### src/rtl/max_window_pkg.sv
// Shared definitions for the streaming signed max-reduction controller:
// FSM state encoding and default datapath widths.
package max_window_pkg;

  localparam int D_W_DEF   = 32;
  localparam int LEN_W_DEF = 16;

  typedef enum logic [1:0] {
    IDLE   = 2'd0,
    ACCUM  = 2'd1,
    OUTPUT = 2'd2
  } state_t;

endpackage

### src/rtl/max_window_acc.sv
// Registered running signed maximum with the index of its first occurrence.
// load restarts the window with the presented sample at index 0; en offers a
// further sample that replaces the maximum only when strictly greater, so
// ties keep the earlier index.
module max_window_acc
  import max_window_pkg::*;
#(
  parameter int D_W   = D_W_DEF,
  parameter int LEN_W = LEN_W_DEF
) (
  input  logic             clk,
  input  logic             rst,
  input  logic             load,
  input  logic             en,
  input  logic [D_W-1:0]   data,
  input  logic [LEN_W-1:0] cnt,
  output logic [D_W-1:0]   acc,
  output logic [LEN_W-1:0] idx
);

  logic [D_W-1:0]   acc_reg;
  logic [LEN_W-1:0] idx_reg;
  logic             greater;

  // Strict signed compare of the new sample against the current maximum
  assign greater = $signed(data) > $signed(acc_reg);

  // Accumulator and index update; active-low synchronous clear
  always_ff @(posedge clk) begin
    if (!rst) begin
      acc_reg <= '0;
      idx_reg <= '0;
    end else if (load) begin
      acc_reg <= data;
      idx_reg <= '0;
    end else if (en && greater) begin
      acc_reg <= data;
      idx_reg <= cnt;
    end
  end

  assign acc = acc_reg;
  assign idx = idx_reg;

endmodule

### src/rtl/max_window_ctrl.sv
// Sequencing controller for a windowed signed max reduction: captures a
// window length on start, consumes exactly that many samples over a
// valid/ready stream, then offers the maximum and its first index on a
// valid/ready result port before returning to idle.
module max_window_ctrl
  import max_window_pkg::*;
#(
  parameter int D_W   = D_W_DEF,
  parameter int LEN_W = LEN_W_DEF
) (
  input  logic             clk,
  input  logic             rst,
  input  logic             start,
  input  logic [LEN_W-1:0] cfg_len,
  input  logic             abort,
  output logic             busy,
  output logic             err,
  input  logic             s_valid,
  output logic             s_ready,
  input  logic [D_W-1:0]   s_data,
  output logic             m_valid,
  input  logic             m_ready,
  output logic [D_W-1:0]   m_data,
  output logic [LEN_W-1:0] m_idx
);

  localparam logic [LEN_W-1:0] ONE = LEN_W'(1);

  state_t           state_reg, state_next;
  logic [LEN_W-1:0] len_reg, len_next;
  logic [LEN_W-1:0] cnt_reg, cnt_next;
  logic             err_reg, err_next;
  logic [D_W-1:0]   res_data_reg;
  logic [LEN_W-1:0] res_idx_reg;

  logic             s_hs;
  logic             last_hs;
  logic             acc_load;
  logic             acc_en;
  logic [D_W-1:0]   acc;
  logic [LEN_W-1:0] idx;

  assign s_ready  = (state_reg == ACCUM) && !abort;
  assign s_hs     = s_valid && s_ready;
  assign last_hs  = s_hs && (cnt_reg == len_reg - ONE);
  assign acc_load = s_hs && (cnt_reg == '0);
  assign acc_en   = s_hs && (cnt_reg != '0);

  max_window_acc #(
    .D_W   (D_W),
    .LEN_W (LEN_W)
  ) u_acc (
    .clk  (clk),
    .rst  (rst),
    .load (acc_load),
    .en   (acc_en),
    .data (s_data),
    .cnt  (cnt_reg),
    .acc  (acc),
    .idx  (idx)
  );

  // Next-state, length capture, sample counter and zero-length error pulse
  always_comb begin
    state_next = state_reg;
    len_next   = len_reg;
    cnt_next   = cnt_reg;
    err_next   = 1'b0;
    case (state_reg)
      IDLE: begin
        // abort in idle swallows a simultaneous start
        if (start && !abort) begin
          if (cfg_len != '0) begin
            len_next   = cfg_len;
            cnt_next   = '0;
            state_next = ACCUM;
          end else begin
            err_next = 1'b1;
          end
        end
      end
      ACCUM: begin
        if (abort) begin
          state_next = IDLE;
        end else if (s_hs) begin
          if (last_hs) begin
            // counter parks at zero so it never passes len-1
            cnt_next   = '0;
            state_next = OUTPUT;
          end else begin
            cnt_next = cnt_reg + ONE;
          end
        end
      end
      OUTPUT: begin
        if (abort || m_ready) begin
          state_next = IDLE;
        end
      end
      default: begin
        state_next = IDLE;
      end
    endcase
  end

  // Control state registers
  always_ff @(posedge clk) begin
    if (!rst) begin
      state_reg <= IDLE;
      len_reg   <= '0;
      cnt_reg   <= '0;
      err_reg   <= 1'b0;
    end else begin
      state_reg <= state_next;
      len_reg   <= len_next;
      cnt_reg   <= cnt_next;
      err_reg   <= err_next;
    end
  end

  // Snapshot of the last completed result, shown once the accumulator is
  // reused by the following window
  always_ff @(posedge clk) begin
    if (!rst) begin
      res_data_reg <= '0;
      res_idx_reg  <= '0;
    end else if (state_reg == OUTPUT) begin
      res_data_reg <= acc;
      res_idx_reg  <= idx;
    end
  end

  assign busy    = (state_reg != IDLE);
  assign err     = err_reg;
  assign m_valid = (state_reg == OUTPUT);
  assign m_data  = (state_reg == OUTPUT) ? acc : res_data_reg;
  assign m_idx   = (state_reg == OUTPUT) ? idx : res_idx_reg;

endmodule
### config.mk
export PLATFORM = sky130hd
export DESIGN_NAME = max_window_ctrl
export DESIGN_NICKNAME = d
export VERILOG_FILES = /design/src/rtl/max_window_pkg.sv /design/src/rtl/max_window_acc.sv /design/src/rtl/max_window_ctrl.sv
export SDC_FILE = /design/constraint.sdc
export NUM_CORES = 1
export LEC_CHECK = 0
export BUFFER_PORTS_ARGS = -buffer_cell sky130_fd_sc_hd__buf_2
export CORE_ASPECT_RATIO = 2
export CORE_MARGIN = 2
export CORE_UTILIZATION = 45
export CTS_BUF_LIST = sky130_fd_sc_hd__clkbuf_4 sky130_fd_sc_hd__clkbuf_8
export DETAILED_ROUTE_END_ITERATION = 6
export GPL_TIMING_DRIVEN = 0
export PLACE_DENSITY = 0.7
export SLEW_MARGIN = 5
export SYNTH_ARGS = -nofsm -noshare
export SYNTH_HDL_FRONTEND = slang
export SYNTH_HIERARCHICAL = 1
export SYNTH_SLANG_ARGS = --single-unit
### constraint.sdc
create_clock -name clk -period 2.3 [get_ports clk]
set_input_delay 0.46 -clock clk [delete_from_list [all_inputs] [get_ports clk]]
set_output_delay 0.46 -clock clk [all_outputs]
set_load 0.05 [all_outputs]
==> results.ini, run 1 <==
[run_status]
status = finished with violations
violations = negative setup slack

[cts]
cts.sinks = 131
cts_buffers = 17
postCtsHoldBufs = 0
clockRootBuffer = clkbuf_8
clk_pin_slew_ns = 0.10
cts_tree = done
clk_path_buf_depth = 2
cts_max_level = 4
clkLatencyLatePin_ns = 0.45

[power]
leakage_nw = 4.13
cellPowerDensity_nw_per_um2 = 482
finalPower_w = 0.00493
ir_worst_vdd_mv = 0.379

[die]
die_h_um = 177
fp.dieW_um = 90.7
die_area_um2 = 16100
io_pins = 106
core-area_um2 = 14700
rows = 63
initial_core_util_pct = 45.9

[routing]
drt-vias-per-instance = 5.51
vias = 6336
ant_nets = 0
route.detailed.wl_per_inst_um = 18.4
routed_wl_um = 21200
dr.pass1.iters = 5
drt_iter0_drc = 314
drcViolationCount = 0

[grt]
grt_max_degree = 17
grt_use_total_pct = 23.5
antenna_found_initial = 1
grt-ovfl-total = 0
grt_pass1_wl_um = 29900
grt_pass1_vias = 6194

[min_path]
hp-class = input port to register

[critical_path]
critPathKind = register to register
start_kind = register
crit_end = u_acc/acc[0]$_SDFFE_PN0P_
worstRegToRegCells = 13
worst_r2r_endpoint = u_acc/acc[0]$_SDFFE_PN0P_
rr_startpoint = u_acc/acc[24]$_SDFFE_PN0P_
critPathLaunch = u_acc/acc[24]$_SDFFE_PN0P_
critPathCaptureType = register
crit_fanout = 7
cp.arrival_ns = 3.10
worst_ep_required_time_ns = 2.66
reg2reg_slack_ns = -0.44

[final_layout]
fin_nets = 1030
final_common_cell = nand2_1
layout_common_cells = 109 x nand2_1, 95 x dfxtp_1, 60 x buf_2, 48 x and2_1, 48 x mux2_4
seqCellArea_um2 = 2680
synthToLayoutAreaGrowth_pct = 50.9
multi_input_area_um2 = 4710
fillers = 1048
drive_gt1_share_pct = 44.1
layout.cells.non_filler = 1150

[synthesis]
yosys.area_share.simple_pct = 22.4
yosysWarnings = 6
synth_top_family_by_area = simple AND/OR/NAND/NOR gates
synth-main-ff-cell = dfxtp_1
yosys.cell_types.count = 61
synth_nets = 844
synth_fa_ha_area_share_pct = 6.47
synth_compound_area_share_pct = 10.0
synth-seq-cells = 131
synth_xor_area_share_pct = 3.88
synth_area_leader_cell = dfxtp_1
netlist_area_um2 = 6770
synth_mux_area_share_pct = 13.0
synth_top_area_share_pct = 38.8
synthTopCellsByArea = dfxtp_1 39%, mux2_2 8.2%, ha_1 6.5%
avgSynthCellArea_um2 = 8.96
synth_edf_count = 0
synthArstFlopShare_pct = 0
ys_seq_area_share_pct = 38.8
synth_cells = 755

[sta]
period_minus_slack_ns = 2.74
max_slew_margin_pct = 60.2
worst_pin_slew_ns = 0.594
fin_ws_ns = -0.443
tns_ns = -16.11
rsz0062_at_grt = yes
finalSetupViolCount = 81
fin_skew_ns = 0.0204
min_period_over_period_pct = 119
slew_violations = 0
hold_violations = 0
fmax_ghz = 0.365

[place]
place_hpwl_um = 13000
dp_cells = 1055
numPortBuffers = 105
gp_congestion = 0.844

[flow_run]
cap_violations = 0

[where the power goes]
group | switching [W] | internal, W | leakage [nW]
Sequential | 0.0000306 | 0.00229 | 1.08
Clock | 0.00105 | 0.000917 | 0.194
Combinational | 0.000343 | 0.000295 | 2.86
Total | 0.00143 | 0.00350 | 4.13
[through the flow]
step	area, um^2	hold WS [ns]	setup WS (ns)	util, %
finish	10200	0.254	-0.443	69.3
global route	10200	0.248	-0.522	69.3
CTS	9470	0.235	-0.275	64.2
detailed placement	7790	0.457	-0.659	52.8
global placement	7790	0.455	-0.635	52.8
floorplan	7020	0.443	-0.101	-
[logic make-up (layout without fill, tap and decap cells)]
group,after synthesis,in the layout
XOR/XNOR,30,30
AND/OR/NAND/NOR,283,283
AO/OA/AOI/OAI,106,106
buffers and inverters,88,287
multiplexers,82,82
flip-flops,131,131
other,0,1
adder cells (fa/ha/maj),35,35
[how the worst min path moves through the flow]
stage | from | to | slack [ns] | cells past startpoint
floorplan | u_acc/idx[10]$_SDFFE_PP0P_ | u_acc/idx[10]$_SDFFE_PP0P_ | 0.44 | 2
global placement | u_acc/idx[8]$_SDFFE_PP0P_ | u_acc/idx[8]$_SDFFE_PP0P_ | 0.45 | 2
detailed placement | u_acc/idx[5]$_SDFFE_PP0P_ | u_acc/idx[5]$_SDFFE_PP0P_ | 0.46 | 2
CTS | cfg_len[5] | len_reg[5]$_SDFFE_PN0P_ | 0.24 | 3
global route | s_data[4] | u_acc/acc[4]$_SDFFE_PN0P_ | 0.25 | 3
finish | s_data[18] | u_acc/acc[18]$_SDFFE_PN0P_ | 0.25 | 3
[Yosys cell counts (2+ instances only)]
cell       count
nor2b_1        7
and4_1         4
and3_1         3
o31ai_1        2
buf_2          4
o21ai_0       21
buf_1          5
nor4_2         2
inv_1         43
a211oi_1       3
buf_6          4
mux2i_1       33
nor4bb_1       2
nor3b_1        2
a21oi_1       36
nor4_4         2
a31oi_1        4
xor2_1         9
nand4_1       14
nor4b_1        3
nor4_1         7
o2bb2ai_1      2
nor2_1        13
nand2_1      110
nand2b_1       2
mux2_2        49
a21boi_0       7
o211ai_1       7
clkbuf_1      31
xnor2_1       21
nand3_1       25
nor3_1        24
or4_1          4
or4b_1         2
a2111oi_0      2
dfxtp_1      131
and2_1        48
a21boi_1      10
ha_1          35
[per-layer routing]
layer | GRT usage [%] | part of all wire (%) | routed length [um]
met5 | 0 | 0 | 0
met4 | 13.7 | 4.9 | 1030
met3 | 3.86 | 3.0 | 626
met2 | 46.7 | 58 | 12200
met1 | 22.0 | 34 | 7310
[cell type report]
type | count | area share, %
antenna | 1 | 0.0245
buffer | 39 | 2.87
clock buffer | 18 | 2.43
clock inverter | 14 | 1.41
inverter | 44 | 1.64
multi-input combinational | 536 | 46.1
sequential | 131 | 26.3
tap | 195 | 2.39
timing repair buffer | 172 | 16.9
[timing repair]
item | in CTS | in global routing
cloned | 5 | 6
pin swaps | 23 | 75
gates resized for setup | 253 | 154
endpoints found under the setup margin | 115 | 115
buffers inserted | 30 | 31
[critical path, stage by stage, from the launching register on]
cell      delay [ns]
dfxtp_2         0.37
inv_2           0.05
ha_4            0.26
nand4_1         0.26
nor3_2          0.29
a22oi_1         0.10
o211ai_1        0.30
nor3b_4         0.08
buf_4           0.18
nor3_4          0.15
buf_12          0.16
buf_12          0.11
buf_6           0.10
mux2i_1         0.22
No activity file was read; power rests on OpenSTA's default activity.
==> inputs of run 2 (changes only) <==
==> constraint.sdc (replaced) <==
create_clock -name clk -period 2.3 [get_ports clk]
set_input_delay 0.69 -clock clk [delete_from_list [all_inputs] [get_ports clk]]
set_output_delay 0.69 -clock clk [all_outputs]
set_load 0.05 [all_outputs]
==> results.ini, run 2 (same netlist as run 1, synthesis figures left out) <==
[sta]
slew_violations = 0  ; unchanged
rsz0062_at_grt = yes  ; unchanged
hold_violations = 0  ; unchanged
fin_skew_ns = 0.0211  ; was 0.0204 ns
fin_ws_ns = -0.316  ; was -0.443 ns
fmax_ghz = 0.382  ; was 0.365 GHz
tns_ns = -24.40  ; was -16.11 ns
min_period_over_period_pct = 114  ; was 119%
period_minus_slack_ns = 2.62  ; was 2.74 ns
max_slew_margin_pct = 59.7  ; was 60.2%
finalSetupViolCount = 102  ; was 81
worst_pin_slew_ns = 0.605  ; was 0.594 ns

[routing]
ant_nets = 0  ; unchanged
route.detailed.wl_per_inst_um = 19.2  ; was 18.4 um
dr.pass1.iters = 4  ; was 5
drcViolationCount = 0  ; unchanged
routed_wl_um = 22100  ; was 21200 um
vias = 6335  ; was 6336
drt-vias-per-instance = 5.49  ; was 5.51
drt_iter0_drc = 204  ; was 314

[die]
core-area_um2 = 14700  ; unchanged
initial_core_util_pct = 45.9  ; unchanged
fp.dieW_um = 90.7  ; unchanged
rows = 63  ; unchanged
die_area_um2 = 16100  ; unchanged
die_h_um = 177  ; unchanged
io_pins = 106  ; unchanged

[final_layout]
drive_gt1_share_pct = 46.0  ; was 44.1%
antenna_cells = 0  ; was 1
final_common_cell = nand2_1  ; unchanged
synthToLayoutAreaGrowth_pct = 53.7  ; was 50.9%
layout_common_cells = 108 x nand2_1, 93 x dfxtp_1, 54 x buf_2, 51 x buf_4  ; was 109 x nand2_1, 95 x dfxtp_1, 60 x buf_2, 48 x and2_1, 48 x mux2_4
fin_nets = 1035  ; was 1030
layout.cells.non_filler = 1154  ; was 1150

[min_path]
hp-class = register to register  ; was input port to register

[cts]
clockRootBuffer = clkbuf_8  ; unchanged
postCtsHoldBufs = 0  ; unchanged
cts_max_level = 4  ; unchanged
clk_pin_slew_ns = 0.08  ; was 0.10 ns
clkLatencyLatePin_ns = 0.46  ; was 0.45 ns
cts.sinks = 131  ; unchanged
clk_path_buf_depth = 2  ; unchanged
cts_tree = done  ; unchanged
cts_buffers = 17  ; unchanged

[critical_path]
critPathCaptureType = register  ; unchanged
worst_ep_required_time_ns = 2.64  ; was 2.66 ns
crit_fanout = 6  ; was 7
cp.arrival_ns = 2.96  ; was 3.10 ns
critPathKind = input port to register  ; was register to register
start_kind = input port  ; was register

[place]
dp_cells = 1055  ; unchanged
gp_congestion = 0.898  ; was 0.844
numPortBuffers = 105  ; unchanged
place_hpwl_um = 13500  ; was 13000 um

[power]
leakage_nw = 4.23  ; was 4.13 nW
ir_worst_vdd_mv = 0.350  ; was 0.379 mV
cellPowerDensity_nw_per_um2 = 487  ; was 482 nW/um^2

[grt]
grt_max_degree = 17  ; unchanged
grt_use_total_pct = 25.4  ; was 23.5%
grt-ovfl-total = 0  ; unchanged
antenna_found_initial = 0  ; was 1
grt_pass1_wl_um = 32100  ; was 29900 um
grt_pass1_vias = 6342  ; was 6194

[flow_run]
cap_violations = 0  ; unchanged

[run_status]
status = finished with violations  ; unchanged
violations = negative setup slack  ; unchanged

==> run 2: cell count changes in the layout (fill, tap and decap cells not counted), moves of 7 or more <==
cell     change
o21ai_2     +10
buf_4       +10
buf_6        -8
nor3_2       -7
nor3_1       +8
o21ai_0     -16
==> run 2: per-stage QoR <==
stage | util (%) | power [W] | instance area (um^2) | hold WS, ns | setup WS [ns]
floorplan | - | 0.00270 | 7210 | 0.443 | -0.331
finish | 70.6 | 0.00506 | 10400 | 0.472 | -0.316
global route | 70.6 | 0.00523 | 10400 | 0.470 | -0.392
CTS | 66.0 | 0.00497 | 9730 | 0.472 | -0.215
global placement | 54.1 | 0.00286 | 7980 | 0.457 | -0.844
detailed placement | 54.1 | 0.00287 | 7980 | 0.458 | -0.884
==> run 2: power breakdown <==
part | leakage [nW] | internal, W | switching (W) | total, W
clock network | 0.208 | 0.00103 | 0.00107 | 0.00210
logic | 2.95 | 0.000297 | 0.000341 | 0.000638
registers | 1.08 | 0.00229 | 0.0000333 | 0.00232
total | 4.23 | 0.00361 | 0.00145 | 0.00506
==> run 2: worst max-delay path, stage by stage <==
cell      delay, ns
buf_4          0.14
ha_4           0.24
buf_4          0.13
a21oi_1        0.15
nand2_1        0.09
a21oi_1        0.18
o211ai_1       0.21
buf_4          0.22
nor3b_4        0.29
nor3_4         0.07
buf_6          0.16
buf_12         0.14
buf_16         0.13
mux2i_1        0.11
==> run 2: path summary, 6_finish.rpt <==
| path | start | cells past startpoint | endpoint | slack, ns |
|---|---|---|---|---|
| worst min register to register | u_acc/idx[0]$_SDFFE_PP0P_ | 2 | u_acc/idx[0]$_SDFFE_PP0P_ | 0.47 |
| worst min-delay path | u_acc/idx[0]$_SDFFE_PP0P_ | 2 | u_acc/idx[0]$_SDFFE_PP0P_ | 0.47 |
| worst max-delay path | s_data[30] | 14 | u_acc/acc[14]$_SDFFE_PN0P_ | -0.32 |
| worst max register to register | u_acc/acc[27]$_SDFFE_PN0P_ | 12 | u_acc/acc[14]$_SDFFE_PN0P_ | -0.31 |
==> run 2: per-layer routing <==
layer,up-vias,share of wire [%],wire length (um),track usage [%]
li1,2995,-,-,-
met2,180,56,12500,51.6
met3,93,3.1,694,4.37
met5,-,0,0,0
met4,0,7.0,1560,14.2
met1,3067,33,7370,23.0
==> run 2: layout make-up <==
class | instances | area [um^2]
buffer | 42 | 414
clock buffer | 18 | 248
clock inverter | 14 | 163
fill | 1029 | 4340
inverter | 44 | 165
multi-input combinational | 536 | 4770
sequential | 131 | 2680
tap | 195 | 244
timing repair buffer | 174 | 1720
==> run 2: repair_timing <==
action | CTS | global route
gates cloned | 8 | 5
setup endpoints to repair | 124 | 125
setup buffers | 39 | 19
pin swaps | 48 | 30
gates resized for setup | 280 | 126
==> inputs of run 3 (changes only) <==
Settings changed: CELL_PAD_IN_SITES_DETAIL_PLACEMENT set to 1, CELL_PAD_IN_SITES_GLOBAL_PLACEMENT set to 1, CORE_UTILIZATION 45 to 40, PLACE_DENSITY 0.7 to 0.8.
==> results.ini, run 3 (same netlist as run 1, synthesis figures left out) <==
[sta]
fin_skew_ns = 0.0222  ; was 0.0211 ns
fin_ws_ns = -0.783  ; was -0.316 ns
min_period_over_period_pct = 134  ; was 114%
hold_violations = 0  ; unchanged
fmax_ghz = 0.324  ; was 0.382 GHz
slew_violations = 0  ; unchanged
period_minus_slack_ns = 3.08  ; was 2.62 ns
worst_pin_slew_ns = 0.751  ; was 0.605 ns
finalSetupViolCount = 115  ; was 102
rsz0062_at_grt = yes  ; unchanged
hold_slack_ns = 0.451  ; was 0.472 ns
max_slew_margin_pct = 50.0  ; was 59.7%
tns_ns = -38.87  ; was -24.40 ns

[final_layout]
synthToLayoutAreaGrowth_pct = 57.2  ; was 53.7%
multi_input_area_um2 = 4840  ; was 4770 um^2
drive_gt1_share_pct = 48.6  ; was 46.0%
fin_nets = 1049  ; was 1035
postLayoutCoreUtil_pct = 63.8  ; was 70.6%
layout_common_cells = 108 x nand2_1, 97 x dfxtp_1, 62 x buf_4, 57 x buf_2  ; was 108 x nand2_1, 93 x dfxtp_1, 54 x buf_2, 51 x buf_4
final_common_cell = nand2_1  ; unchanged
fillers = 1736  ; was 1029
seqCellArea_um2 = 2690  ; was 2680 um^2

[routing]
drt-vias-per-instance = 6.17  ; was 5.49
drt_iter0_drc = 532  ; was 204
vias = 7287  ; was 6335
ant_nets = 0  ; unchanged
route.detailed.wl_per_inst_um = 29.8  ; was 19.2 um
dr.pass1.iters = 5  ; was 4
routed_wl_um = 35200  ; was 22100 um
drcViolationCount = 0  ; unchanged

[place]
place_hpwl_um = 15600  ; was 13500 um
gp_congestion = 0.870  ; was 0.898
numPortBuffers = 105  ; unchanged
pre_cts_ws_ns = -0.887  ; was -0.884 ns

[power]
finalPower_w = 0.00532  ; was 0.00506 W
leakage_nw = 4.32  ; was 4.23 nW
ir_worst_vdd_mv = 0.367  ; was 0.350 mV
cellPowerDensity_nw_per_um2 = 500  ; was 487 nW/um^2

[cts]
clk_path_buf_depth = 2  ; unchanged
clockRootBuffer = clkbuf_8  ; unchanged
cts_tree = done  ; unchanged
clkLatencyLatePin_ns = 0.48  ; was 0.46 ns
cts.sinks = 131  ; unchanged
postCtsHoldBufs = 0  ; unchanged
cts_buffers = 17  ; unchanged
clk_pin_slew_ns = 0.09  ; was 0.08 ns
cts_max_level = 4  ; unchanged

[critical_path]
critPathKind = register to register  ; was input port to register
crit_chain = inv_2 > ha_4 > a21oi_2 > o21ai_1 > a22oi_2 > o211ai_1 > buf_4 > o211a_4 > nor3_4 > buf_12 > buf_12 > buf_12 > mux2i_1  ; was buf_4 > ha_4 > buf_4 > a21oi_1 > nand2_1 > a21oi_1 > o211ai_1 > buf_4 > nor3b_4 > nor3_4 > buf_6 > buf_12 > buf_16 > mux2i_1
crit_end = u_acc/acc[13]$_SDFFE_PN0P_  ; was u_acc/acc[14]$_SDFFE_PN0P_
critPathLaunch = u_acc/acc[17]$_SDFFE_PN0P_  ; was s_data[30]
critPathSlowestCell = dfxtp_2  ; was nor3b_4
rr_startpoint = u_acc/acc[17]$_SDFFE_PN0P_  ; was u_acc/acc[27]$_SDFFE_PN0P_
worstRegToRegCells = 13  ; was 12
crit_path_frequent_cell = buf_12  ; was buf_4
start_kind = register  ; was input port
reg2reg_slack_ns = -0.78  ; was -0.31 ns
max_stage_delay_ns = 0.37  ; was 0.29 ns
worst_ep_required_time_ns = 2.65  ; was 2.64 ns
worst_r2r_endpoint = u_acc/acc[13]$_SDFFE_PN0P_  ; was u_acc/acc[14]$_SDFFE_PN0P_
critPathCaptureType = register  ; unchanged
crit_fanout = 5  ; was 6
cp.arrival_ns = 3.43  ; was 2.96 ns

[grt]
grt_pass1_vias = 7311  ; was 6342
grt_pass1_wl_um = 40300  ; was 32100 um
grt-ovfl-total = 0  ; unchanged
grt_max_degree = 17  ; unchanged
antenna_found_initial = 1  ; was 0
grt_use_total_pct = 30.0  ; was 25.4%

[die]
rows = 67  ; was 63
fp.dieW_um = 96.0  ; was 90.7 um
die_h_um = 188  ; was 177 um
io_pins = 106  ; unchanged
initial_core_util_pct = 40.6  ; was 45.9%
core-area_um2 = 16700  ; was 14700 um^2
die_area_um2 = 18000  ; was 16100 um^2

[run_status]
violations = negative setup slack  ; unchanged
status = finished with violations  ; unchanged

[flow_run]
cap_violations = 0  ; unchanged

[min_path]
hp-class = input port to register  ; was register to register

-- run 3: cell count changes in the layout (fill, tap and decap cells not counted), sizes merged, moves of 2 or more --
cell	before	now
clkinvlp	1	3
buf	180	201
clkbuf	54	52
inv	52	43
-- run 3: layout make-up --
| type | instances | area share, % |
|---|---|---|
| Inverter | 44 | 1.62 |
| Clock inverter | 9 | 1.20 |
| Sequential cell | 131 | 25.2 |
| Antenna cell | 1 | 0.0235 |
| Timing Repair Buffer | 188 | 17.3 |
| Multi-Input combinational cell | 536 | 45.5 |
| Buffer | 42 | 3.86 |
| Tap cell | 207 | 2.43 |
| Clock buffer | 23 | 2.80 |
-- run 3: repair_timing --
item | CTS | global route
gates resized for setup | 259 | 173
setup endpoints to repair | 124 | 126
gates cloned | 7 | 5
pin swaps | 42 | 44
setup buffers | 34 | 41
-- run 3: layer usage --
metal / wire length (um) / vias up / global-route usage, % / share of wire (%)
li1: - / 3036 / - / -
met1: 11500 / 3550 / 27.1 / 33
met2: 17900 / 464 / 58.1 / 51
met3: 2290 / 237 / 5.58 / 6.5
met4: 3490 / 0 / 17.7 / 9.9
met5: 0 / - / 0 / 0
-- run 3: power by group --
part	total [W]	internal, W	switching [W]	leakage (nW)
Combinational	0.000749	0.000323	0.000426	3.03
Clock	0.00224	0.00119	0.00105	0.212
Sequential	0.00232	0.00228	0.0000402	1.08
-- run 3: worst min path at each step --
stage,startpoint,to,slack [ns],cells after the start
floorplan,u_acc/idx[0]$_SDFFE_PP0P_,u_acc/idx[0]$_SDFFE_PP0P_,0.44,2
global placement,len_reg[15]$_SDFFE_PN0P_,len_reg[15]$_SDFFE_PN0P_,0.45,2
detailed placement,u_acc/idx[2]$_SDFFE_PP0P_,u_acc/idx[2]$_SDFFE_PP0P_,0.46,2
CTS,cfg_len[5],len_reg[5]$_SDFFE_PN0P_,0.47,3
global route,cfg_len[1],len_reg[1]$_SDFFE_PN0P_,0.45,3
finish,cfg_len[1],len_reg[1]$_SDFFE_PN0P_,0.45,3
-- run 3: through the flow --
step	instances	cell area [um^2]
2_1_floorplan	755	7210
3_3_place_gp	1067	7990
3_5_place_dp	1067	7990
4_1_cts	1140	9720
5_1_grt	1181	10600
6_report	1181	10600
-- run 3: critical path: cells and delay by family (launching register included) --
family                   cells  cell delay (ns)
flip-flops                   1             0.37
adder cells (fa/ha/maj)      1             0.26
multiplexers                 1             0.36
AND/OR/NAND/NOR              1             0.21
buffers and inverters        5             0.67
AO/OA/AOI/OAI                5             1.06
